[src/rtl/mem_port_arbiter_pkg.sv]
// Shared types for the unified-memory port arbiter.
package mem_arb_pkg;

    typedef enum logic [1:0] {
        IDLE    = 2'd0,
        BUSY_IF = 2'd1,
        BUSY_DM = 2'd2
    } arb_state_t;

    typedef enum logic {
        OWN_IF = 1'b0,
        OWN_DM = 1'b1
    } arb_owner_t;

    localparam int STREAK_W = 4;

endpackage

[src/rtl/mem_port_arbiter.sv]
// Arbitrates the single-ported unified memory between instruction fetch and
// the load/store path; data wins unless fetch has been starved for a streak.
//
//   state   | meaning
//   --------+-------------------------------------------------
//   IDLE    | no access outstanding, arbitrate every cycle
//   BUSY_IF | fetch access on the memory port
//   BUSY_DM | load/store access on the memory port
module mem_port_arbiter
    import mem_arb_pkg::*;
#(
    parameter int ADDR_W        = 32,
    parameter int DATA_W        = 32,
    parameter int MAX_DM_STREAK = 4
) (
    input  logic              clk_i,
    input  logic              rst_i,
    input  logic              if_req_i,
    input  logic [ADDR_W-1:0] if_addr_i,
    input  logic              if_flush_i,
    output logic              if_gnt_o,
    output logic              if_rvalid_o,
    output logic [15:0]       if_rdata_o,
    input  logic              dm_req_i,
    input  logic              dm_we_i,
    input  logic [ADDR_W-1:0] dm_addr_i,
    input  logic [DATA_W-1:0] dm_wdata_i,
    output logic              dm_gnt_o,
    output logic              dm_rvalid_o,
    output logic [DATA_W-1:0] dm_rdata_o,
    output logic              mem_req_o,
    output logic              mem_we_o,
    output logic [ADDR_W-1:0] mem_addr_o,
    output logic [DATA_W-1:0] mem_wdata_o,
    input  logic [DATA_W-1:0] mem_rdata_i,
    input  logic              mem_ready_i,
    output logic              busy_o
);

    arb_state_t          state_q;
    arb_owner_t          win_d;
    logic [STREAK_W-1:0] streak_q, streak_d;
    logic [ADDR_W-1:0]   addr_q;
    logic [DATA_W-1:0]   wdata_q;
    logic                we_q;
    logic                half_q;
    logic                drop_q;
    logic                if_rvalid_q, dm_rvalid_q;
    logic [15:0]         if_rdata_q;
    logic [DATA_W-1:0]   dm_rdata_q;

    logic arb_en, if_elig, streak_full, gnt_if, gnt_dm, done;

    assign done        = (state_q != IDLE) && mem_ready_i;
    assign arb_en      = !rst_i && ((state_q == IDLE) || mem_ready_i);
    assign if_elig     = if_req_i && !if_flush_i;
    assign streak_full = (streak_q == STREAK_W'(MAX_DM_STREAK));
    assign gnt_dm      = arb_en && dm_req_i && !(if_elig && streak_full);
    assign gnt_if      = arb_en && if_elig && !gnt_dm;
    assign win_d       = gnt_dm ? OWN_DM : OWN_IF;

    always_comb begin
        streak_d = streak_q;
        if (!if_req_i || gnt_if) begin
            streak_d = '0;
        end else if (gnt_dm && !streak_full) begin
            streak_d = streak_q + STREAK_W'(1);
        end
    end

    always_ff @(posedge clk_i) begin
        if (rst_i) begin
            state_q     <= IDLE;
            streak_q    <= '0;
            addr_q      <= '0;
            wdata_q     <= '0;
            we_q        <= 1'b0;
            half_q      <= 1'b0;
            drop_q      <= 1'b0;
            if_rvalid_q <= 1'b0;
            dm_rvalid_q <= 1'b0;
            if_rdata_q  <= '0;
            dm_rdata_q  <= '0;
        end else begin
            streak_q    <= streak_d;
            // A flush arriving in the completion cycle still kills the pulse.
            if_rvalid_q <= done && (state_q == BUSY_IF) && !drop_q && !if_flush_i;
            dm_rvalid_q <= done && (state_q == BUSY_DM);
            if (done && (state_q == BUSY_IF)) begin
                if_rdata_q <= half_q ? mem_rdata_i[31:16] : mem_rdata_i[15:0];
            end
            if (done && (state_q == BUSY_DM)) begin
                dm_rdata_q <= mem_rdata_i;
            end
            if (done) begin
                drop_q <= 1'b0;
            end else if ((state_q == BUSY_IF) && if_flush_i) begin
                drop_q <= 1'b1;
            end
            if (gnt_dm || gnt_if) begin
                state_q <= (win_d == OWN_DM) ? BUSY_DM : BUSY_IF;
                addr_q  <= (win_d == OWN_DM) ? dm_addr_i : if_addr_i;
                we_q    <= (win_d == OWN_DM) && dm_we_i;
                wdata_q <= (win_d == OWN_DM) ? dm_wdata_i : '0;
                half_q  <= if_addr_i[1];
            end else if (done) begin
                state_q <= IDLE;
            end
        end
    end

    assign if_gnt_o    = gnt_if;
    assign dm_gnt_o    = gnt_dm;
    assign if_rvalid_o = if_rvalid_q;
    assign dm_rvalid_o = dm_rvalid_q;
    assign if_rdata_o  = if_rdata_q;
    assign dm_rdata_o  = dm_rdata_q;
    assign busy_o      = (state_q != IDLE);
    assign mem_req_o   = busy_o;
    assign mem_we_o    = busy_o && we_q;
    assign mem_addr_o  = addr_q;
    assign mem_wdata_o = wdata_q;

endmodule

[config.mk]
export PLATFORM = sky130hd
export DESIGN_NAME = mem_port_arbiter
export DESIGN_NICKNAME = d
export VERILOG_FILES = /design/src/rtl/mem_port_arbiter_pkg.sv /design/src/rtl/mem_port_arbiter.sv
export SDC_FILE = /design/constraint.sdc
export NUM_CORES = 1
export LEC_CHECK = 0
export ABC_CLOCK_PERIOD_IN_PS = 2000
export BUFFER_PORTS_ARGS = -buffer_cell sky130_fd_sc_hd__buf_2
export CORE_MARGIN = 4
export CORE_UTILIZATION = 45
export CTS_CLUSTER_DIAMETER = 60
export DETAILED_ROUTE_END_ITERATION = 7
export GPL_ROUTABILITY_DRIVEN = 0
export PLACE_DENSITY = 0.8
export SLEW_MARGIN = 20
export SYNTH_ARGS = -nofsm -noshare
export SYNTH_HDL_FRONTEND = slang
export SYNTH_SLANG_ARGS = --single-unit
[constraint.sdc]
create_clock -name clk_i -period 2 [get_ports clk_i]
set_clock_uncertainty 0.2 [all_clocks]
set_input_delay 0 -clock clk_i [delete_from_list [all_inputs] [get_ports clk_i]]
set_output_delay 0 -clock clk_i [all_outputs]
set_load 0.01 [all_outputs]
# Word-level counts from Yosys, hierarchy flattened
# Index checks and enable logic that the tools add are counted.
dict set report classes {
  addsub 1
  n_eq_ne 3
  mux 7
  n_reduce_logical 31
}
# cell n
set op_table {}
lappend op_table {{$mux 32} 2}
lappend op_table {{$logic_and 1x1->1} 16}
lappend op_table {{$mux 16} 1}
lappend op_table {{$logic_not 1->1} 7}
lappend op_table {{$mux 2} 3}
lappend op_table {{$add 4x1->4 const B} 1}
lappend op_table {{$eq 4x3->1 const B} 1}
lappend op_table {{$reduce_bool 2->1} 2}
lappend op_table {{$reduce_or 2->1} 2}
lappend op_table {{$logic_or 1x1->1} 3}
lappend op_table {{$eq 2x1->1 const B} 1}
lappend op_table {{$eq 2x2->1 const B} 1}
lappend op_table {{$logic_not 2->1} 1}
lappend op_table {{$mux 1} 1}
dict set report word_totals {
  register_bits 123
  out_inout_bits 119
  wordCells 53
}

# Longest topological paths before layout
dict set report logic_depth {
  ltp_word 9
  ltp_mapped 9
  ltp_nobuf 7
}

# Worst setup path before layout
# No wires, ideal clock.
dict set report synth_timing {
  path_kind {flip-flop to flip-flop}
  start {register streak_q[0]}
  end {register addr_q[1] (netlist: mem_addr_o[1])}
  setup_ps 128
  arrival_time_ps 1498
  setup_slack_ps 174
  stages_incl_launch_ff 8
  path_buffers 0
  period_less_slack_ps 1826
  path_cell_list {dfxtp_1 > inv_1 > ha_1 > and3b_1 > o211ai_1 > inv_1 > a222oi_1 > nor2_1}
}
dict set report synth_between {
  elab_chain_len 7
  word_cells_on_any_way 9
  classes_between {1 x eq/ne; 2 x mux; 6 x reduce/logical}
}
# element line_no
set synth_lines {}
lappend synth_lines {{start: declaration} mem_port_arbiter.sv:42} ;# logic [STREAK_W-1:0] streak_q, streak_d;
lappend synth_lines {{start signal: assignment} mem_port_arbiter.sv:85} ;# streak_q <= streak_d;
lappend synth_lines {{$eq 4x3->1} mem_port_arbiter.sv:57} ;# assign streak_full = (streak_q == STREAK_W'(MAX_DM_STREAK));
lappend synth_lines {{$logic_and 1x1->1} mem_port_arbiter.sv:58} ;# assign gnt_dm = arb_en && dm_req_i && !(if_elig && streak_full);
lappend synth_lines {{$logic_not 1->1} mem_port_arbiter.sv:58}
lappend synth_lines {{$logic_and 1x1->1} mem_port_arbiter.sv:58}
lappend synth_lines {{$logic_not 1->1} mem_port_arbiter.sv:59} ;# assign gnt_if = arb_en && if_elig && !gnt_dm;
lappend synth_lines {{$logic_and 1x1->1} mem_port_arbiter.sv:59}
lappend synth_lines {{net if_gnt_o} mem_port_arbiter.sv:21} ;# output logic if_gnt_o,
lappend synth_lines {{$logic_or 1x1->1} mem_port_arbiter.sv:100} ;# if (gnt_dm || gnt_if) begin
lappend synth_lines {{end signal: assignment} mem_port_arbiter.sv:102} ;# addr_q <= (win_d == OWN_DM) ? dm_addr_i : if_addr_i;
lappend synth_lines {{end: declaration} mem_port_arbiter.sv:43} ;# logic [ADDR_W-1:0] addr_q;
# The timed path passes the listed nets, and every way through them passes these cells.
# A chain may end at the register's enable or synchronous reset.

# Final worst setup path
dict set report layout_timing {
  start {register streak_q[1]}
  end {register addr_q[18] (netlist: mem_addr_o[18])}
}
dict set report layout_between {
  elab_chain_len 7
  word_cells_on_any_way 9
  classes_between {1 x eq/ne; 2 x mux; 6 x reduce/logical}
}
# element line_no
set layout_lines {}
lappend layout_lines {{$eq 4x3->1 (*)} mem_port_arbiter.sv:57}
lappend layout_lines {{$logic_and 1x1->1 (*)} mem_port_arbiter.sv:58}
lappend layout_lines {{$logic_not 1->1 (*)} mem_port_arbiter.sv:58}
lappend layout_lines {{$logic_and 1x1->1 (*)} mem_port_arbiter.sv:58}
lappend layout_lines {{$logic_not 1->1} mem_port_arbiter.sv:59}
lappend layout_lines {{$logic_and 1x1->1} mem_port_arbiter.sv:59}
lappend layout_lines {{$logic_or 1x1->1} mem_port_arbiter.sv:100}
# Every way passes the cells marked *; elsewhere a longest branch is shown, timed or not.

==> results.cfg <==
[place]
detailed_place_hpwl_um = 11100
numPortBuffers = 253
dpl_worst_slack_ps = 9.07

[floorplanning]
io_pins = 254
die_h_um = 112
die_w_um = 112
die_area_mm2 = 0.0125
core_area_mm2 = 0.0104
start_util = 0.465
fp-row-count = 37

[grt]
grt_usage = 0.315
gr-total-overflow = 0
grt_max_degree = 62
antenna_found_initial = 3
grt_pass1_wl_um = 31700
first_global_vias = 6215

[run]
max-cap-violations = 0

[synthesis]
yosys.cell_types.count = 37
synth-main-ff-cell = dfxtp_1
synth_edf_count = 0
synthCells = 560
ys.warnings.count = 0
async_flop_share = 0
ys_seq_area_frac = 0.508
syn_area_mm2 = 0.00484
synth_fp_nets = 697
yosys_register_bits = 123
syn_avg_cell_area_um2 = 8.65

[power]
power_mw = 6.71
p_per_area_mw_per_mm2 = 792
vdd_drop_max_mv = 0.553
power.leakage_nw = 3.83

[worst_setup_path]
slowest_delay_ps = 360
crit_slowest_cell = dfxtp_4
path_class = register to register
path_buf_inv = 4
end_kind = register
cp.required_ps = 2160
crit_family = compound AO/OA/AOI/OAI gates
path_max_fanout = 19
cp-start-kind = register
arrival_ps = 2200
crit_chain = inv_4 > ha_4 > nand3b_1 > o211ai_4 > inv_4 > buf_4 > buf_8 > a21oi_1 > a211oi_2
crit_top_cell = inv_4

[cts]
cts_tree = yes
cts_root_buf = clkbuf_8
clk_pin_slew_ps = 60
htreeDepth = 4
max-clock-path-buffers = 2
cts_inserted_buffers = 17
cts.sinks = 123
clk_latency_ps = 510

[drt]
wl_um = 21900
wire_per_inst_um = 19.9
via_count = 6138
initialDrtViolationCount = 603
viasPerCell = 5.58
drc_errors = 0
dr.pass1.iters = 6
final_antenna_net_count = 0

[sta]
setup_viol = 4
hold_viol_final = 0
fin_ws_ps = -42.2
rsz0062_at_grt = yes
post-route-min-period_ps = 2040
max_freq_ghz = 0.490
slew_violations = 0
tightest_slew_ps = 721
min_period_over_period = 1.02
whs_ps = 80.9
slew_headroom = 0.519

[finish]
nFillCells = 579
final_cell_mix = buf_2 (250), dlygate4sd3_1 (136), dfxtp_1 (121), nand2_1 (100), nor2_1 (87)
layout.nets = 1085
area_delta_synth_final_pct = 74.8
drive_above_1_share = 0.384
final_common_cell = buf_2

[status]
violations = setup timing
status = finished with violations

[min_path]
hold_path_class = input port to register
-- power by group --
part / internal, mW / switching, mW
logic: 0.568 / 0.614
clock network: 1.67 / 1.22
registers: 2.57 / 0.0765
-- synthesized netlist by cell type, drive strengths merged (3+ instances only) --
library cell,n,area share
nand2b,4,0.0052
nand3,3,0.0031
clkbuf,27,0.021
a22oi,33,0.051
a21oi,67,0.069
mux2i,18,0.037
nor2,88,0.068
a211oi,47,0.083
nand2,100,0.077
dfxtp,123,0.51
nand3b,3,0.0046
inv,4,0.0031
buf,21,0.025
-- metal layers --
metal | GRT usage | wire, µm
met5 | 0 | 0
met3 | 0.0804 | 1780
met4 | 0.175 | 1260
met2 | 0.556 | 11300
met1 | 0.343 | 7600
-- flip-flops by register name, summed over array words and instances (netlist names) --
name	count
dm_rdata_o	32
dm_rvalid_o	1
drop_q	1
half_q	1
if_rdata_o	16
if_rvalid_o	1
mem_addr_o	32
mem_wdata_o	32
state_q	2
streak_q	4
we_q	1
-- logic make-up after synthesis --
logic type	share of synthesized area
DFF	0.508
adders and majority gates	0.00516
muxes	0.0372
AOI/OAI and AO/OA	0.221
and+or+nand+nor	0.175
buffers and inverters	0.0496
xor gates and xnor gates	0.00362
-- per-stage QoR --
| step | std cells | TNS, ps | cell area, µm² | util |
|---|---|---|---|---|
| finish | 1100 | -89.8 | 8470 | 0.813 |
| CTS | 1088 | -979 | 8200 | 0.787 |
| detailed placement | 914 | 0 | 6210 | 0.596 |
| floorplan | 560 | 0 | 4840 | - |
| global placement | 914 | 0 | 6210 | 0.596 |
| global route | 1100 | -445 | 8470 | 0.813 |
-- tightest hold or removal path: stages --
cell	delay [ps]
dlygate4sd3_1	520
buf_2	120
nand2_1	50
a21oi_1	50
-- layout make-up --
class	count	area, µm²	share of cell area
diodes	3	7.51	0.000887
clock buffers	17	414	0.0489
clock inverters	15	143	0.0168
inverters	4	20.0	0.00236
multi-input cells	385	2320	0.274
flip-flops and latches	123	2470	0.291
well taps	136	170	0.0201
repair buffers	417	2930	0.346
-- what timing repair did --
| action | 4_1_cts | 5_1_grt |
|---|---|---|
| hold buffers | 136 | 0 |
| resized for setup | 3 | 46 |
| setup endpoints to repair | 5 | 61 |
| pin swaps | 2 | 4 |
| hold endpoints to repair | 123 | 0 |
| buffers inserted | 5 | 9 |
| gates cloned | 1 | 1 |
-- worst paths after layout --
kind	cells past startpoint	end	slack [ps]	startpoint
worst max-delay path	9	mem_addr_o[18]	-40	streak_q[1]
worst min-delay path	4	dm_rdata_o[4]	80	mem_rdata_i[4]
worst max register to register	9	mem_addr_o[18]	-40	streak_q[1]
worst min register to register	2	dm_rdata_o[26]	250	dm_rdata_o[26]
No activity file was read; power rests on OpenSTA's default activity.
